===== src/rtl/paddle_ctrl.sv =====
// Pong paddle controller: moves two paddles from held keys on each frame tick.
// Optional hold-to-accelerate is compiled in with PADDLE_ACCEL_EN.

module paddle_unit #(
  parameter int SCREEN_H    = 480,
  parameter int PADDLE_H    = 80,
`ifdef PADDLE_ACCEL_EN
  parameter int MAX_SPEED   = 12,
  parameter int ACCEL_TICKS = 8,
`endif
  parameter int SPEED       = 4
) (
  input  logic       clk,
  input  logic       rstn,
  input  logic       up,
  input  logic       down,
  input  logic       tick,
  input  logic       freeze,
  input  logic       center,
  output logic [9:0] y,
  output logic [1:0] state
);
  typedef enum logic [1:0] {IDLE = 2'b00, UP = 2'b01, DOWN = 2'b10} st_e;

  localparam logic [9:0] MAX_Y  = 10'(SCREEN_H - PADDLE_H);
  localparam logic [9:0] INIT_Y = 10'((SCREEN_H - PADDLE_H) / 2);
  localparam logic [9:0] STEP0  = 10'(SPEED);

  st_e         state_q, state_d, dir;
  logic [9:0]  y_q, y_d, mv_step;
  logic [10:0] sum;

`ifdef PADDLE_ACCEL_EN
  localparam logic [9:0] MAXS = 10'(MAX_SPEED);
  localparam logic [7:0] ACC  = 8'(ACCEL_TICKS);

  logic [9:0]  step_q, step_d;
  logic [7:0]  cnt_q, cnt_d, cnt_inc;
  logic [10:0] step_sum;
`endif

  always_comb begin
    if (up && !down)      dir = UP;
    else if (down && !up) dir = DOWN;
    else                  dir = IDLE;
  end

  always_comb begin
    y_d     = y_q;
    state_d = state_q;
`ifdef PADDLE_ACCEL_EN
    step_d   = step_q;
    cnt_d    = cnt_q;
    cnt_inc  = cnt_q + 8'd1;
    step_sum = {1'b0, step_q} + {1'b0, STEP0};
    // A continuing direction keeps its accumulated step; a new one restarts at SPEED.
    mv_step  = (dir == state_q) ? step_q : STEP0;
`else
    mv_step  = STEP0;
`endif
    sum = {1'b0, y_q} + {1'b0, mv_step};

    if (center) begin
      y_d     = INIT_Y;
      state_d = IDLE;
`ifdef PADDLE_ACCEL_EN
      step_d  = STEP0;
      cnt_d   = 8'd0;
`endif
    end else if (freeze) begin
      state_d = IDLE;
`ifdef PADDLE_ACCEL_EN
      step_d  = STEP0;
      cnt_d   = 8'd0;
`endif
    end else if (tick) begin
      state_d = dir;
      case (dir)
        UP:      y_d = (y_q < mv_step) ? 10'd0 : y_q - mv_step;
        DOWN:    y_d = (sum > {1'b0, MAX_Y}) ? MAX_Y : sum[9:0];
        default: y_d = y_q;
      endcase
`ifdef PADDLE_ACCEL_EN
      if (dir == IDLE) begin
        step_d = STEP0;
        cnt_d  = 8'd0;
      end else if (dir != state_q) begin
        step_d = STEP0;
        cnt_d  = 8'd1;
      end else if (cnt_inc == ACC) begin
        cnt_d  = 8'd0;
        step_d = (step_sum > {1'b0, MAXS}) ? MAXS : step_sum[9:0];
      end else begin
        cnt_d  = cnt_inc;
      end
`endif
    end
  end

  always_ff @(posedge clk) begin
    if (!rstn) begin
      y_q     <= INIT_Y;
      state_q <= IDLE;
`ifdef PADDLE_ACCEL_EN
      step_q  <= STEP0;
      cnt_q   <= 8'd0;
`endif
    end else begin
      y_q     <= y_d;
      state_q <= state_d;
`ifdef PADDLE_ACCEL_EN
      step_q  <= step_d;
      cnt_q   <= cnt_d;
`endif
    end
  end

  assign y     = y_q;
  assign state = state_q;
endmodule

module paddle_ctrl #(
  parameter int SCREEN_H    = 480,
  parameter int PADDLE_H    = 80,
  parameter int SPEED       = 4,
  parameter int MAX_SPEED   = 12,
  parameter int ACCEL_TICKS = 8
) (
  input  logic       paddle_clk,
  input  logic       paddle_rstn,
  input  logic [3:0] paddle_keys,
  input  logic       paddle_tick,
  input  logic       paddle_freeze,
  input  logic       paddle_center,
  output logic [9:0] paddle_left_y,
  output logic [9:0] paddle_right_y,
  output logic [3:0] paddle_state
);
  localparam bit PARAMS_OK = (SPEED >= 1) && (MAX_SPEED >= SPEED) &&
                             (SPEED <= SCREEN_H - PADDLE_H) &&
                             (ACCEL_TICKS >= 2) && (ACCEL_TICKS <= 255);

  logic [3:0]       key_q, key_d;
  logic [1:0][9:0]  y_all;
  logic [1:0][1:0]  st_all;

  always_comb key_d = paddle_keys;

  always_ff @(posedge paddle_clk) begin
    if (!paddle_rstn) key_q <= 4'd0;
    else              key_q <= key_d;
  end

  // Unit 0 is the left paddle (W/S on keys[3:2]), unit 1 the right (arrows on keys[1:0]).
  for (genvar g = 0; g < 2; g++) begin : g_pad
    localparam int KB = (g == 0) ? 2 : 0;
    paddle_unit #(
      .SCREEN_H   (SCREEN_H),
      .PADDLE_H   (PADDLE_H),
`ifdef PADDLE_ACCEL_EN
      .MAX_SPEED  (MAX_SPEED),
      .ACCEL_TICKS(ACCEL_TICKS),
`endif
      .SPEED      (SPEED)
    ) u_pad (
      .clk   (paddle_clk),
      .rstn  (paddle_rstn),
      .up    (key_q[KB]),
      .down  (key_q[KB+1]),
      .tick  (paddle_tick),
      .freeze(paddle_freeze),
      .center(paddle_center),
      .y     (y_all[g]),
      .state (st_all[g])
    );
  end

  assign paddle_left_y  = y_all[0];
  assign paddle_right_y = y_all[1];
  assign paddle_state   = {st_all[1], st_all[0]};

  always_ff @(posedge paddle_clk) begin
    assert (PARAMS_OK) else $error("paddle_ctrl: illegal parameter combination");
  end
endmodule


===== config.mk =====
export PLATFORM = sky130hd
export DESIGN_NAME = paddle_ctrl
export DESIGN_NICKNAME = d
export VERILOG_FILES = /design/src/rtl/paddle_ctrl.sv
export SDC_FILE = /design/constraint.sdc
export NUM_CORES = 1
export LEC_CHECK = 0
export CORE_MARGIN = 3
export CORE_UTILIZATION = 53
export CTS_CLUSTER_DIAMETER = 30
export DETAILED_ROUTE_END_ITERATION = 12
export MAX_ROUTING_LAYER = met4
export PLACE_DENSITY = 0.85
export SLEW_MARGIN = 20
export SYNTH_ARGS = -nofsm -noshare
export SYNTH_HDL_FRONTEND = slang
export SYNTH_SLANG_ARGS = --single-unit

===== constraint.sdc =====
create_clock -name paddle_clk -period 2.97 [get_ports paddle_clk]
set_input_delay 0.7425 -clock paddle_clk [delete_from_list [all_inputs] [get_ports paddle_clk]]
set_output_delay 0.7425 -clock paddle_clk [all_outputs]
set_load 0.02 [all_outputs]

* Word level (Yosys, flattened, before mapping)
Index checks and enable logic that the tools add are counted.
** Storage, ports and cells
- Bits in latches :: 0
- Word-level logic and storage cells :: 43
- Output and inout port bits :: 24
- Bits in writable memories :: 0
- Input bits :: 9
- Memories :: 0
- Register bits :: 28
- Memory bits (read-only) :: 0
** Operators by class
- Bitwise operators :: 2
- Muxes and demuxes :: 10
- Divide/modulo/power cells :: 0
- Multiply operators :: 0
- Reduce and logical (&&, ||, !) cells :: 14
- Magnitude comparators :: 4
- Equality and inequality tests :: 4
- Add/subtract/negate cells :: 4
- Shifts and indexed selects :: 0
** Operators by type and width (number)
- two-way mux 10 bit :: 4
- case mux 10 bit (2 select lines) :: 2
- adder 10 x 3 -> 11 bit, second input constant :: 2
- > comparator 11 x 9 -> 1 bit, second input constant :: 2
- less-than comparator 10 x 3 -> 1 bit, second input constant :: 2
- subtractor 10 x 3 -> 10 bit, second input constant :: 2
- two-way mux 2 bit :: 4
- AND reduction 3 bit :: 2
- == test 2 x 1 -> 1 bit, second input constant :: 2
- == test 2 bit, second input constant :: 2
- logical AND 1 bit :: 4
- zero test 1 bit :: 4
- nonzero test 2 bit :: 2
- OR reduction 3 bit :: 1
- inverter 1 bit :: 2
- OR reduction 2 bit :: 1

* Logic depth before layout (Yosys ltp)
Gate-level depths: netlist (run 1).
- Depth after elaboration :: 7
- Gate-level depth with buffers :: 8
- Mapped depth without buffers :: 7

* Hierarchy
From an unflattened synthesis (run 1), not the netlist that was laid out.
** Unflattened totals
- Cell total of the unflattened synthesis :: 248
- Area total of the unflattened synthesis :: 1981.9 um2
** By module, submodules not included
- paddle_unit :: cells an instance 120, sequential area each 200.2 um2, area each 938.4 um2, instances 2
- paddle_ctrl :: cells an instance 8, sequential area each 80.1 um2, area each 105.1 um2, instances 1

* Worst setup path before layout (run 1)
OpenSTA, ideal clock, no wires.
- Path type :: flip-flop to flip-flop
- Start point :: register g_pad[0].u_pad.y_q[2]
- End point :: register g_pad[0].u_pad.y_q[8]
- Period minus slack after synthesis :: 2.272 ns
- Data required time :: 2.891 ns
- Stages on the path, launching flop included :: 8
- Path buffers :: 1
- Path slack :: 0.698 ns
- Arrival :: 2.193 ns
- Setup time :: 0.079 ns
- Cells stage by stage :: dfxtp_1 -> clkbuf_1 -> inv_1 -> ha_1 -> or4b_4 -> or4b_1 -> a32o_1 -> a211oi_2
** On the way
- Cells in the longest elaborated chain, start to end :: 4
- Elaborated cells on any way between the ends :: 7
- Those cells by class :: add/sub (2); order compare (2); mux (3)
** RTL lines
- from (decl) :: line 30 : logic [9:0] y_q, y_d, mv_step;
- from (signal assigned) :: line 109 : y_q <= y_d;
- adder 10 x 3 -> 11 bit :: line 61 : sum = {1'b0, y_q} + {1'b0, mv_step};
- > comparator 11 x 9 -> 1 bit :: line 80 : DOWN: y_d = (sum > {1'b0, MAX_Y}) ? MAX_Y : sum[9:0];
- two-way mux 10 bit :: line 80
- case mux 10 bit (2 select lines) (*) :: line 78 : case (dir)
Mark *: on every way between the ends. The rest lies on a longest branch, timed or not.
A chain may end at the register's enable or synchronous reset.

* Final worst setup path (run 1)
- Start point :: register g_pad[1].u_pad.y_q[6]
- End point :: output port paddle_right_y[6]
** RTL lines
- from (decl) :: line 30
- from (signal assigned) :: line 109
- to (decl) :: line 136 : output logic [9:0] paddle_right_y,
No word-level cell between the ends.

==> results of run 1 <==
-- stage by stage --
stage	util, %	total power, mW	setup slack (ns)	instances	hold slack [ns]
3_5_place_dp	66.15	0.4369	0.3576	296	0.5276
4_1_cts	67.82	0.6708	0.5437	300	0.5402
6_report	67.82	0.6669	0.5316	300	0.5381
5_1_grt	67.82	0.6975	0.3521	300	0.5590
3_3_place_gp	66.15	0.4352	0.3783	296	0.5113
2_1_floorplan	-	0.4091	0.6976	244	0.5874
-- where the power goes --
group          total, mW  switching (mW)  internal [mW]
logic             0.0952          0.0540         0.0412
registers          0.336         0.00834          0.328
clock network      0.236          0.0991          0.136
-- state kept, by name, indices dropped and copies added, names as in the netlist --
name,flops
g_pad.u_pad.state,4
key_q,4
g_pad.u_pad.y,16
-- per-layer routing --
metal / GRT usage [%] / up-vias / share of wire [%]
met3: 2.426 / 6 / 3.3
met5: - / - / 0
li1: - / 924 / -
met2: 37.24 / 43 / 49
met1: 30.81 / 843 / 47
met4: 5.277 / 0 / 0.88
-- cell type report --
type	instances	area, um^2
clock buffers	3	22.52
clock inverters	1	30.03
fillers	293	1015
inverters	11	41.29
multi-input cells	187	1214
flip-flops and latches	24	480.5
well taps	44	55.05
repair buffers	30	295.3
-- cell usage in the layout, fill, tap and decap left out, types with 2 or more instances in the layout --
cell,netlist,routed
mux2i_1,4,4
and2_1,6,6
nand2b_1,3,3
o41ai_1,2,2
o2111ai_1,3,3
nor2b_1,4,4
conb_1,1,4
a21oi_1,16,16
nor2_1,13,13
and4_1,3,3
a21o_1,2,2
clkdlybuf4s50_1,0,28
or4_1,2,2
o31ai_1,3,3
o211ai_1,2,2
nand2_1,19,19
ha_1,8,8
a21boi_0,2,2
or3_1,3,3
nand4_1,2,2
and3_1,3,3
o21ai_0,18,18
dfxtp_1,24,24
a32o_1,2,2
a2bb2oi_1,3,3
nor4b_1,3,3
nor3_1,13,13
nand3_1,8,8
buf_4,4,2
a211oi_1,5,5
clkbuf_4,0,3
inv_1,11,11
a31oi_1,8,8
-- cells by family after synthesis --
logic type | synth area share [%]
xor gates and xnor gates | 0.9617
and+or+nand+nor | 27.27
AOI/OAI and AO/OA | 29.26
adders and majority gates | 5.495
other | 0.2058
buffers and inverters | 7.623
muxes | 2.816
DFF | 26.37
-- how the worst max path moves through the flow --
| stage | slack [ns] | startpoint | cells past startpoint | end |
|---|---|---|---|---|
| after global routing | 0.35 | g_pad[0].u_pad.y[2] | 7 | g_pad[0].u_pad.y[7] |
| after global placement | 0.38 | paddle_tick | 5 | g_pad[0].u_pad.y[9] |
| final | 0.53 | g_pad[1].u_pad.y[6] | 1 | paddle_right_y[6] |
| after floorplan | 0.70 | g_pad[0].u_pad.y[2] | 7 | g_pad[0].u_pad.y[8] |
| after detailed placement | 0.36 | paddle_tick | 5 | g_pad[0].u_pad.y[9] |
| after CTS | 0.54 | g_pad[0].u_pad.y[6] | 1 | paddle_left_y[6] |
==> qor.log, run 1 <==
INFO  status         outcome=finished clean
INFO  cts            cts_root_buf=clkbuf_4
INFO  timing         unrepaired_setup_endpoints_after_global_routing=false
INFO  yosys          yosys.cell_types.count=56
INFO  yosys          synthesis.yosys.warnings=0
INFO  floorplan      num_io_pins=33
INFO  floorplan      fp.dieH=64.63um
INFO  timing         worst_clock_skew=0.004806ns
INFO  critical_path  timing.critical_path.required=2.23ns
INFO  detailed_routing drt-initial-drc-count=148
INFO  power_and_ir_drop power.ir.vdd_worst=0.2342mV
INFO  layout         fin_nets=274
INFO  placed_design  input_output_buffers=28
INFO  layout         final_cell_area=2138um^2
INFO  yosys          netlist.top_cell.by_area=dfxtp_1
INFO  placed_design  dp.final_hpwl=3.109mm
INFO  floorplan      placement_rows=20
INFO  worst_hold_path holdPathStages=2
INFO  cts            post_cts_resized=0
INFO  cts            tritoncts.num_buffers=3
INFO  grt            vias_in_the_first_global_route=1673
INFO  critical_path  crit_path_top_delay_cell=clkdlybuf4s50_1
INFO  floorplan      initial_cell_density_of_the_core=57.78%
INFO  cts            post_cts_buffers=0
INFO  layout         area.growth.synth_to_final=17.38%
INFO  worst_hold_path hold_path.class=flop to flop
INFO  timing         achievable-frequency=410.1MHz
INFO  detailed_routing wl_per_cell=14.38um
INFO  timing         max_slew_margin=51.62%
INFO  yosys          netlist_instances=241
INFO  timing         final_min_period_over_clock_period=82.10%
INFO  power_and_ir_drop power_per_cell_area=311.9nW/um^2
INFO  layout         drive_gt1_share=6.250%
INFO  floorplan      die_w=64.63um
INFO  detailed_routing count_of_vias_placed_by_the_detailed_router=1816
INFO  cts            max-clock-path-buffers=2
INFO  critical_path  max_stage_delay=0.71ns
INFO  job            cap_violations=0
INFO  grt            initial_antenna_violation_count=0
INFO  critical_path  critical_path.startpoint_type=flop
INFO  cts            cts-hold-fix-buffers=0
INFO  cts            tritoncts=done
INFO  yosys          postSynthRegisterBits=24
INFO  yosys          ys.flop_type=dfxtp_1
INFO  floorplan      dieArea=4177um^2
INFO  cts            clk_pin_slew=0.13ns
INFO  yosys          synth_area=1822um^2
INFO  detailed_routing totalWireLength=4.314mm
INFO  yosys          synth_most_common_cell=dfxtp_1
INFO  critical_path  worst-path-max-fanout=16
INFO  critical_path  rr_startpoint=g_pad[0].u_pad.y[2]
INFO  critical_path  capturing_point_of_the_worst_reg2reg_path=g_pad[0].u_pad.y[7]
INFO  placed_design  placedInstanceArea=2086um^2
INFO  layout         total_inserted_antenna_cells=0
INFO  timing         final.setup.tns=0ns
INFO  grt            grt_remaining_overflow=0
INFO  yosys          synth_sequential_area_ratio=26.37%
INFO  yosys          asyncSetResetFlopFracSynth=0%
INFO  yosys          post_synth_most_frequent_cells=dfxtp_1, nand2_1, o21ai_0
INFO  grt            grt_start_max_net_pins=17
INFO  detailed_routing postRouteAntennaNets=0
INFO  yosys          syn-mean-instance-area=7.559um^2
INFO  critical_path  rr_worst_depth=7
INFO  critical_path  regToRegSetupSlack=0.56ns
INFO  critical_path  worstPathBufferInverterCount=1
INFO  timing         slew_violations=0
INFO  placed_design  gpl.final_weighted_congestion=0.8438
INFO  cts            clock_sinks=24
INFO  grt            track_usage=22.92%
INFO  cts            h-tree-depth=1
INFO  cts            clk_latency=0.32ns
INFO  timing         finalSetupViolations=0
INFO  floorplan      placeableCoreArea=3153um^2
INFO  yosys          synth.top_cells.by_area=dfxtp_1, ha_1, o21ai_0
INFO  critical_path  critPathKind=flop to output pin
INFO  power_and_ir_drop leakagePower=0.7389nW
INFO  critical_path  setup.worst_path.end_class=output pin
INFO  timing         timing.final.hold_violations=0
INFO  worst_hold_path worstHoldStart=g_pad[0].u_pad.state[1]
INFO  critical_path  cp_cell_sequence=clkdlybuf4s50_1
INFO  critical_path  worstPathArrival=1.70ns
INFO  yosys          synth_enable_flop_cells=0
INFO  yosys          netlist.area_leader.share=26.37%
INFO  detailed_routing detailed_route_drc_error_count=0
INFO  detailed_routing firstDrtPassIters=4
INFO  critical_path  path_delay_family=buffers and inverters
INFO  timing         post-route-min-period=2.438ns
INFO  timing         worst_tran_pin_value=0.7179ns
INFO  worst_hold_path min_delay_worst_endpoint=g_pad[0].u_pad.state[1]
INFO  detailed_routing route.detailed.vias_per_inst=6.053
INFO  grt            global_route_wire_length_before_repair=7.659mm
Note: power is estimated with default switching activity, not from simulation.
==> run 2: changes to the inputs <==
clock period = 2.5 ns   (was 2.97 ns; I/O delays follow)
==> run 2 against run 1 <==
  * Final cell count is 4.3% higher
  * First-iteration DRC count is 43% lower
  * Critical path depth stayed put
  * Non-clock buffer count is 13 higher
  * Register-to-register slack worse by 0.36 ns
  * Utilization is 3.1 points higher
  * Sequential share of layout area is 0.98 points lower
  * Hold slack better by 0.0049 ns
  * Global-route usage is 0.44 points higher
  * Highest routed layer unchanged
  * Power is 22% higher
  * Final area is 4.6% higher
==> qor.log, run 2 (same netlist as run 1, synthesis figures left out) <==
INFO  critical_path  crit_path_top_delay_cell=clkdlybuf4s50_1
INFO  critical_path  cp-startpoint=g_pad[0].u_pad.y[6]
INFO  layout         fin_cells=313 [+4.3%]
INFO  detailed_routing route.detailed.vias_per_inst=6.073 [+0.33%]
INFO  detailed_routing totalWireLength=4.433mm [+2.8%]
INFO  placed_design  dp.final_hpwl=3.355mm [+7.9%]
INFO  critical_path  setup.worst_path.end_class=output pin
INFO  critical_path  path_delay_family=buffers and inverters
INFO  cts            cts_root_buf=clkbuf_4
INFO  floorplan      dieArea=4177um^2 [unchanged]
INFO  cts            tritoncts.num_buffers=3 [unchanged]
INFO  timing         timing.final.ws_setup=0.1826ns [-0.3490 ns]
INFO  detailed_routing detailed_route_drc_error_count=0 [unchanged]
INFO  timing         hold-worst-slack=0.5430ns [+0.004912 ns]
INFO  timing         worst_tran_pin_value=0.5420ns [-0.1759 ns]
INFO  placed_design  gpl.final_weighted_congestion=0.8608 [+2.0%]
INFO  layout         layout_commonest_cell=clkdlybuf4s50_1
INFO  timing         final.setup.tns=0ns [unchanged]
INFO  cts            cts-hold-fix-buffers=0 [unchanged]
INFO  timing         worst_clock_skew=0.008560ns [+0.003754 ns]
INFO  power_and_ir_drop power.ir.vdd_worst=0.2436mV [+4.0%]
INFO  layout         fin_util=70.91% [+3.1 points]
INFO  layout         multi_input_comb_area=1214um^2 [unchanged]
INFO  layout         largest_register_ffs=16 [unchanged]
INFO  job            cap_violations=0 [unchanged]
INFO  floorplan      die_w=64.63um [unchanged]
INFO  cts            h-tree-depth=1 [unchanged]
INFO  worst_hold_path min_delay_worst_endpoint=g_pad[0].u_pad.state[1]
INFO  critical_path  critical_path.startpoint_type=flop
INFO  layout         total_inserted_antenna_cells=0 [unchanged]
INFO  critical_path  rr_startpoint=g_pad[1].u_pad.y[3]
INFO  timing         timing.final.hold_violations=0 [unchanged]
INFO  worst_hold_path worstHoldStart=g_pad[0].u_pad.state[1]
INFO  critical_path  regToRegSetupSlack=0.20ns [-0.36 ns]
INFO  cts            tritoncts=done
INFO  detailed_routing wl_per_cell=14.16um [-1.5%]
INFO  floorplan      placement_rows=20 [unchanged]
INFO  detailed_routing drt-initial-drc-count=85 [-43%]
INFO  placed_design  dpl.cell_count=309 [+4.4%]
INFO  cts            clk_pin_slew=0.14ns [about the same]
INFO  critical_path  rr_worst_depth=7 [unchanged]
INFO  layout         area.growth.synth_to_final=22.73%
INFO  critical_path  worstPathArrival=1.69ns [about the same]
INFO  cts            post_cts_resized=0 [unchanged]
INFO  layout         layout.area.seq=480.5um^2 [unchanged]
INFO  critical_path  worst-path-max-fanout=16 [unchanged]
INFO  timing         final_min_period_over_clock_period=92.70%
INFO  timing         finalSetupViolations=0 [unchanged]
INFO  critical_path  max_stage_delay=0.70ns [about the same]
INFO  grt            initial_antenna_violation_count=0 [unchanged]
INFO  grt            vias_in_the_first_global_route=1798 [+7.5%]
INFO  timing         slew_violations=0 [unchanged]
INFO  floorplan      initial_cell_density_of_the_core=57.78% [unchanged]
INFO  timing         post-route-min-period=2.317ns
INFO  layout         fillers=271 [-7.5%]
INFO  cts            max-clock-path-buffers=2 [unchanged]
INFO  critical_path  capturing_point_of_the_worst_reg2reg_path=g_pad[1].u_pad.y[9]
INFO  power_and_ir_drop power_per_cell_area=362.8nW/um^2 [+16%]
INFO  timing         unrepaired_setup_endpoints_after_global_routing=false
INFO  detailed_routing postRouteAntennaNets=0 [unchanged]
INFO  cts            clock_sinks=24 [unchanged]
INFO  critical_path  worstPathBufferInverterCount=1 [unchanged]
INFO  cts            post_cts_buffers=0 [unchanged]
INFO  status         outcome=finished clean
INFO  placed_design  input_output_buffers=28 [unchanged]
INFO  worst_hold_path holdPathStages=2 [unchanged]
INFO  floorplan      fp.dieH=64.63um [unchanged]
INFO  cts            clk_latency=0.32ns [about the same]
INFO  timing         achievable-frequency=431.5MHz
INFO  layout         drive_gt1_share=10.78% [+4.5 points]
INFO  critical_path  cp_cell_sequence=clkdlybuf4s50_1
INFO  layout         fin_nets=287 [+4.7%]
INFO  floorplan      num_io_pins=33 [unchanged]
INFO  placed_design  pre_cts_ws=0.1098ns [-0.2478 ns]
INFO  critical_path  timing.critical_path.required=1.88ns [-0.35 ns]
INFO  grt            grt_start_max_net_pins=17 [unchanged]
INFO  worst_hold_path hold_path.class=flop to flop
INFO  critical_path  critPathKind=flop to output pin
INFO  grt            global_route_wire_length_before_repair=7.734mm [+0.98%]
INFO  grt            grt_remaining_overflow=0 [unchanged]
INFO  power_and_ir_drop leakagePower=0.8016nW [+8.5%]
INFO  timing         max_slew_margin=63.87% [+12 points]
INFO  detailed_routing count_of_vias_placed_by_the_detailed_router=1901 [+4.7%]
INFO  grt            track_usage=23.36% [+0.44 points]
INFO  layout         final_cell_mix=clkdlybuf4s50_1, dfxtp_1, nand2_1
INFO  floorplan      placeableCoreArea=3153um^2 [unchanged]
INFO  detailed_routing firstDrtPassIters=5 [+1]
run 2: cell type report:
type,instances,area share (%)
clock inverter,1,1.343
sequential,24,21.49
inverter,11,1.847
timing repair buffer,43,17.57
clock buffer,3,1.007
tap,44,2.462
multi-input combinational,187,54.28
run 2: how the worst max path moves through the flow:
stage | end | cells after the start
2_1_floorplan | g_pad[0].u_pad.y[8] | 7
3_3_place_gp | g_pad[0].u_pad.y[9] | 5
3_5_place_dp | g_pad[0].u_pad.y[9] | 5
4_1_cts | paddle_left_y[6] | 1
5_1_grt | g_pad[1].u_pad.y[9] | 7
6_report | paddle_left_y[6] | 1
run 2: per-stage QoR:
| step | power [mW] | instance area (um^2) |
|---|---|---|
| after floorplan | 0.4860 | 1833 |
| after global placement | 0.5282 | 2183 |
| after detailed placement | 0.5314 | 2183 |
| after CTS | 0.8155 | 2236 |
| after global routing | 0.8422 | 2236 |
| final | 0.8112 | 2236 |
run 2: layer usage:
| layer | track usage (%) | share of wire (%) |
|---|---|---|
| met5 | - | 0 |
| met4 | 10.82 | 2.4 |
| met3 | 3.813 | 6.2 |
| met2 | 36.98 | 46 |
| met1 | 29.18 | 45 |
run 2: power by group:
group / internal [mW] / switching, mW / leakage (nW) / total [mW]
registers: 0.390 / 0.00785 / 0.195 / 0.397
clock network: 0.162 / 0.125 / 0.0279 / 0.287
logic: 0.0579 / 0.0688 / 0.579 / 0.127
==> run 3: changes to the inputs <==
CORE_UTILIZATION = 54   (was 53)
SYNTH_HIERARCHICAL = 1   (was not set)
==> run 3 against run 2 <==
  * Critical path depth is the same
  * Combinational power is essentially flat
  * Largest cell class unchanged
  * Die area grew 6.1%
  * Hold slack lost 0.018 ns
  * Clock skew shrank 0.0062 ns
==> qor.log, run 3 <==
INFO  layout         final_cell_area=2340um^2 [+4.6%]
INFO  placed_design  pre_cts_ws=0.2271ns [+0.1173 ns]
INFO  power_and_ir_drop power.net_switching=0.1933mW [-4.1%]
INFO  timing         timing.final.ws_setup=0.2583ns [+0.07569 ns]
INFO  yosys          synth_area=1982um^2 [+8.8%]
INFO  timing         slew_violations=0 [unchanged]
INFO  cts            post_cts_buffers=0 [unchanged]
INFO  floorplan      placement_rows=21 [+5.0%]
INFO  detailed_routing detailed_route_drc_error_count=0 [unchanged]
INFO  placed_design  input_output_buffers=28 [unchanged]
INFO  layout         final_cell_mix=clkdlybuf4s50_1, dfxtp_1, nor2_1
INFO  placed_design  gpl.final_weighted_congestion=0.9941 [+15%]
INFO  yosys          synth_most_common_cell=dfxtp_1
INFO  timing         finalSetupViolations=0 [unchanged]
INFO  yosys          netlist.area_leader.share=24.24% [-2.1 points]
INFO  power_and_ir_drop swShare=24.76% [-0.094 points]
INFO  timing         final_min_period_over_clock_period=89.67% [-3.0 points]
INFO  cts            cts-hold-fix-buffers=0 [unchanged]
INFO  timing         max_slew_margin=65.45% [+1.6 points]
INFO  floorplan      die_w=66.58um [+3.0%]
INFO  timing         unrepaired_setup_endpoints_after_global_routing=false
INFO  detailed_routing totalWireLength=4.696mm [+5.9%]
INFO  power_and_ir_drop power_per_cell_area=333.7nW/um^2 [-8.0%]
INFO  timing         final.setup.tns=0ns [unchanged]
INFO  yosys          netlist.top_cell.by_area=dfxtp_1
INFO  critical_path  path_delay_family=buffers and inverters
INFO  detailed_routing route.detailed.vias_per_inst=6.107 [+0.55%]
INFO  placed_design  dpl.cell_count=314 [+1.6%]
INFO  layout         drive_gt1_share=13.24% [+2.5 points]
INFO  grt            grt_start_max_net_pins=18 [+1]
INFO  timing         timing.final.hold_violations=0 [unchanged]
INFO  cts            clk_pin_slew=0.08ns [-0.06 ns]
INFO  power_and_ir_drop leakagePower=0.9099nW [+14%]
INFO  timing         worst_tran_pin_value=0.5176ns [-0.02440 ns]
INFO  grt            vias_in_the_first_global_route=1683 [-6.4%]
INFO  layout         fin_cells=318 [+1.6%]
INFO  yosys          synth_sequential_area_ratio=24.24% [-2.1 points]
INFO  critical_path  crit_path_top_delay_cell=clkdlybuf4s50_1
INFO  layout         fin_nets=290 [+1.0%]
INFO  yosys          yosys.cell_types.count=48 [-14%]
INFO  power_and_ir_drop clkPwrFrac=33.1% [-2.3 points]
INFO  cts            clk_latency=0.26ns [-0.06 ns]
INFO  critical_path  critical_path_cell_count=1 [unchanged]
INFO  worst_hold_path hold_path.class=flop to flop
INFO  grt            grt_remaining_overflow=0 [unchanged]
INFO  timing         hold-worst-slack=0.5250ns [-0.01801 ns]
INFO  yosys          ys.flop_type=dfxtp_1
INFO  detailed_routing firstDrtPassIters=5 [unchanged]
INFO  detailed_routing postRouteAntennaNets=0 [unchanged]
INFO  floorplan      initial_cell_density_of_the_core=57.58% [-0.20 points]
INFO  layout         total_inserted_antenna_cells=0 [unchanged]
INFO  worst_hold_path holdPathStages=2 [unchanged]
INFO  cts            clock_sinks=24 [unchanged]
INFO  placed_design  dp.final_hpwl=3.465mm [+3.3%]
INFO  yosys          syn-mean-instance-area=7.992um^2 [+5.7%]
INFO  yosys          synth_enable_flop_cells=0 [unchanged]
INFO  yosys          netlist_instances=248 [+2.9%]
INFO  cts            tritoncts=done
INFO  timing         post-route-min-period=2.242ns [-0.07569 ns]
INFO  floorplan      placeableCoreArea=3442um^2 [+9.2%]
INFO  cts            post_cts_resized=0 [unchanged]
INFO  power_and_ir_drop internal_power=0.5875mW [-3.6%]
INFO  critical_path  worstPathArrival=1.62ns [-0.07 ns]
INFO  power_and_ir_drop power=0.7808mW [-3.7%]
INFO  power_and_ir_drop p_comb_share=15.8% [+0.2 points]
INFO  power_and_ir_drop power_frac_seq=51.0% [+2.0 points]
INFO  detailed_routing count_of_vias_placed_by_the_detailed_router=1942 [+2.2%]
INFO  cts            cts_root_buf=clkbuf_8
INFO  layout         layout_commonest_cell=clkdlybuf4s50_1
INFO  layout         largest_register_ffs=16 [unchanged]
INFO  critical_path  critical_path.startpoint_type=flop
INFO  status         outcome=finished clean
INFO  job            cap_violations=0 [unchanged]
INFO  critical_path  setup.worst_path.end_class=output pin
INFO  power_and_ir_drop power.ir.vdd_worst=0.3316mV [+36%]
INFO  detailed_routing wl_per_cell=14.77um [+4.3%]
INFO  timing         worst_clock_skew=0.002329ns [-0.006231 ns]
INFO  yosys          postSynthRegisterBits=24 [unchanged]
INFO  cts            h-tree-depth=1 [unchanged]
INFO  grt            initial_antenna_violation_count=0 [unchanged]
INFO  cts            max-clock-path-buffers=2 [unchanged]
INFO  floorplan      fp.dieH=66.58um [+3.0%]
INFO  critical_path  cp_cell_sequence=clkdlybuf4s50_1
INFO  yosys          post_synth_most_frequent_cells=dfxtp_1, nor2_1, o21ai_0
INFO  grt            track_usage=22.41% [-0.95 points]
INFO  critical_path  worst-path-max-fanout=17 [+1]
INFO  placed_design  placedInstanceArea=2285um^2 [+4.6%]
INFO  timing         achievable-frequency=446.1MHz [+3.4%]
INFO  grt            global_route_wire_length_before_repair=7.693mm [-0.53%]
INFO  yosys          synth.top_cells.by_area=dfxtp_1, ha_1, o21ai_0
INFO  layout         fin_util=67.98% [-2.9 points]
INFO  yosys          synthesis.yosys.warnings=6 [+6]
INFO  layout         area.growth.synth_to_final=18.06%
INFO  cts            tritoncts.num_buffers=3 [unchanged]
INFO  critical_path  rr_worst_depth=5 [-2]
INFO  critical_path  worstPathBufferInverterCount=1 [unchanged]
INFO  detailed_routing drt-initial-drc-count=151 [+78%]
INFO  critical_path  critPathKind=flop to output pin
INFO  yosys          asyncSetResetFlopFracSynth=0% [unchanged]
INFO  critical_path  max_stage_delay=0.70ns [about the same]
INFO  floorplan      num_io_pins=33 [unchanged]
INFO  critical_path  timing.critical_path.required=1.88ns [about the same]
INFO  floorplan      dieArea=4433um^2 [+6.1%]
## run 3: cell types whose count changed after synthesis, sizes merged, moves of 6 or more
cell    delta
a21oi      -6
nor2       +7
nor2b      +6
buf        +7
nand3      -6
clkbuf     -9
nor4       +7
nand2      -7
## run 3: cell type report
type | instances | area (um^2)
Clock buffer | 4 | 55.05
Fill cell | 286 | 1102
Inverter | 12 | 45.04
Multi-Input combinational cell | 194 | 1346
Sequential cell | 24 | 480.5
Tap cell | 46 | 57.56
Timing Repair Buffer | 38 | 355.3
## run 3: kinds of logic (layout without fill, tap and decap cells)
family	Yosys count	in the layout	share of synthesized area, %
AOI/OAI and AO/OA	68	68	24.24
xor gates and xnor gates	8	8	3.535
adders and majority gates	8	8	5.051
buffers and inverters	32	54	8.207
DFF	24	24	24.24
muxes	8	8	4.167
other	2	4	0.3789
and+or+nand+nor	98	98	30.18
## run 3: worst paths after layout
path,start,end,slack (ns)
worst max-delay path,g_pad[0].u_pad/y[5],paddle_left_y[5],0.26
worst min-delay path,g_pad[0].u_pad/state[0],g_pad[0].u_pad/state[0],0.52
worst max register to register,g_pad[0].u_pad/y[5],g_pad[0].u_pad/y[3],0.39
worst min register to register,g_pad[0].u_pad/state[0],g_pad[0].u_pad/state[0],0.52
## run 3: routing by layer
metal / global-route usage, % / vias to the layer above / wire [um]
met4: 6.599 / 0 / 33
met1: 32.27 / 895 / 2279
met3: 3.204 / 4 / 315
met5: - / - / 0
met2: 32.30 / 79 / 2068
li1: - / 964 / -
## run 3: power groups by stage
stage               clock network (mW)  registers [mW]  logic (mW)
finish                           0.259           0.398       0.124
global route                     0.278           0.400       0.136
CTS                              0.263           0.398       0.123
detailed placement                   0           0.407       0.122
global placement                     0           0.407       0.120
floorplan                            0           0.409      0.0794
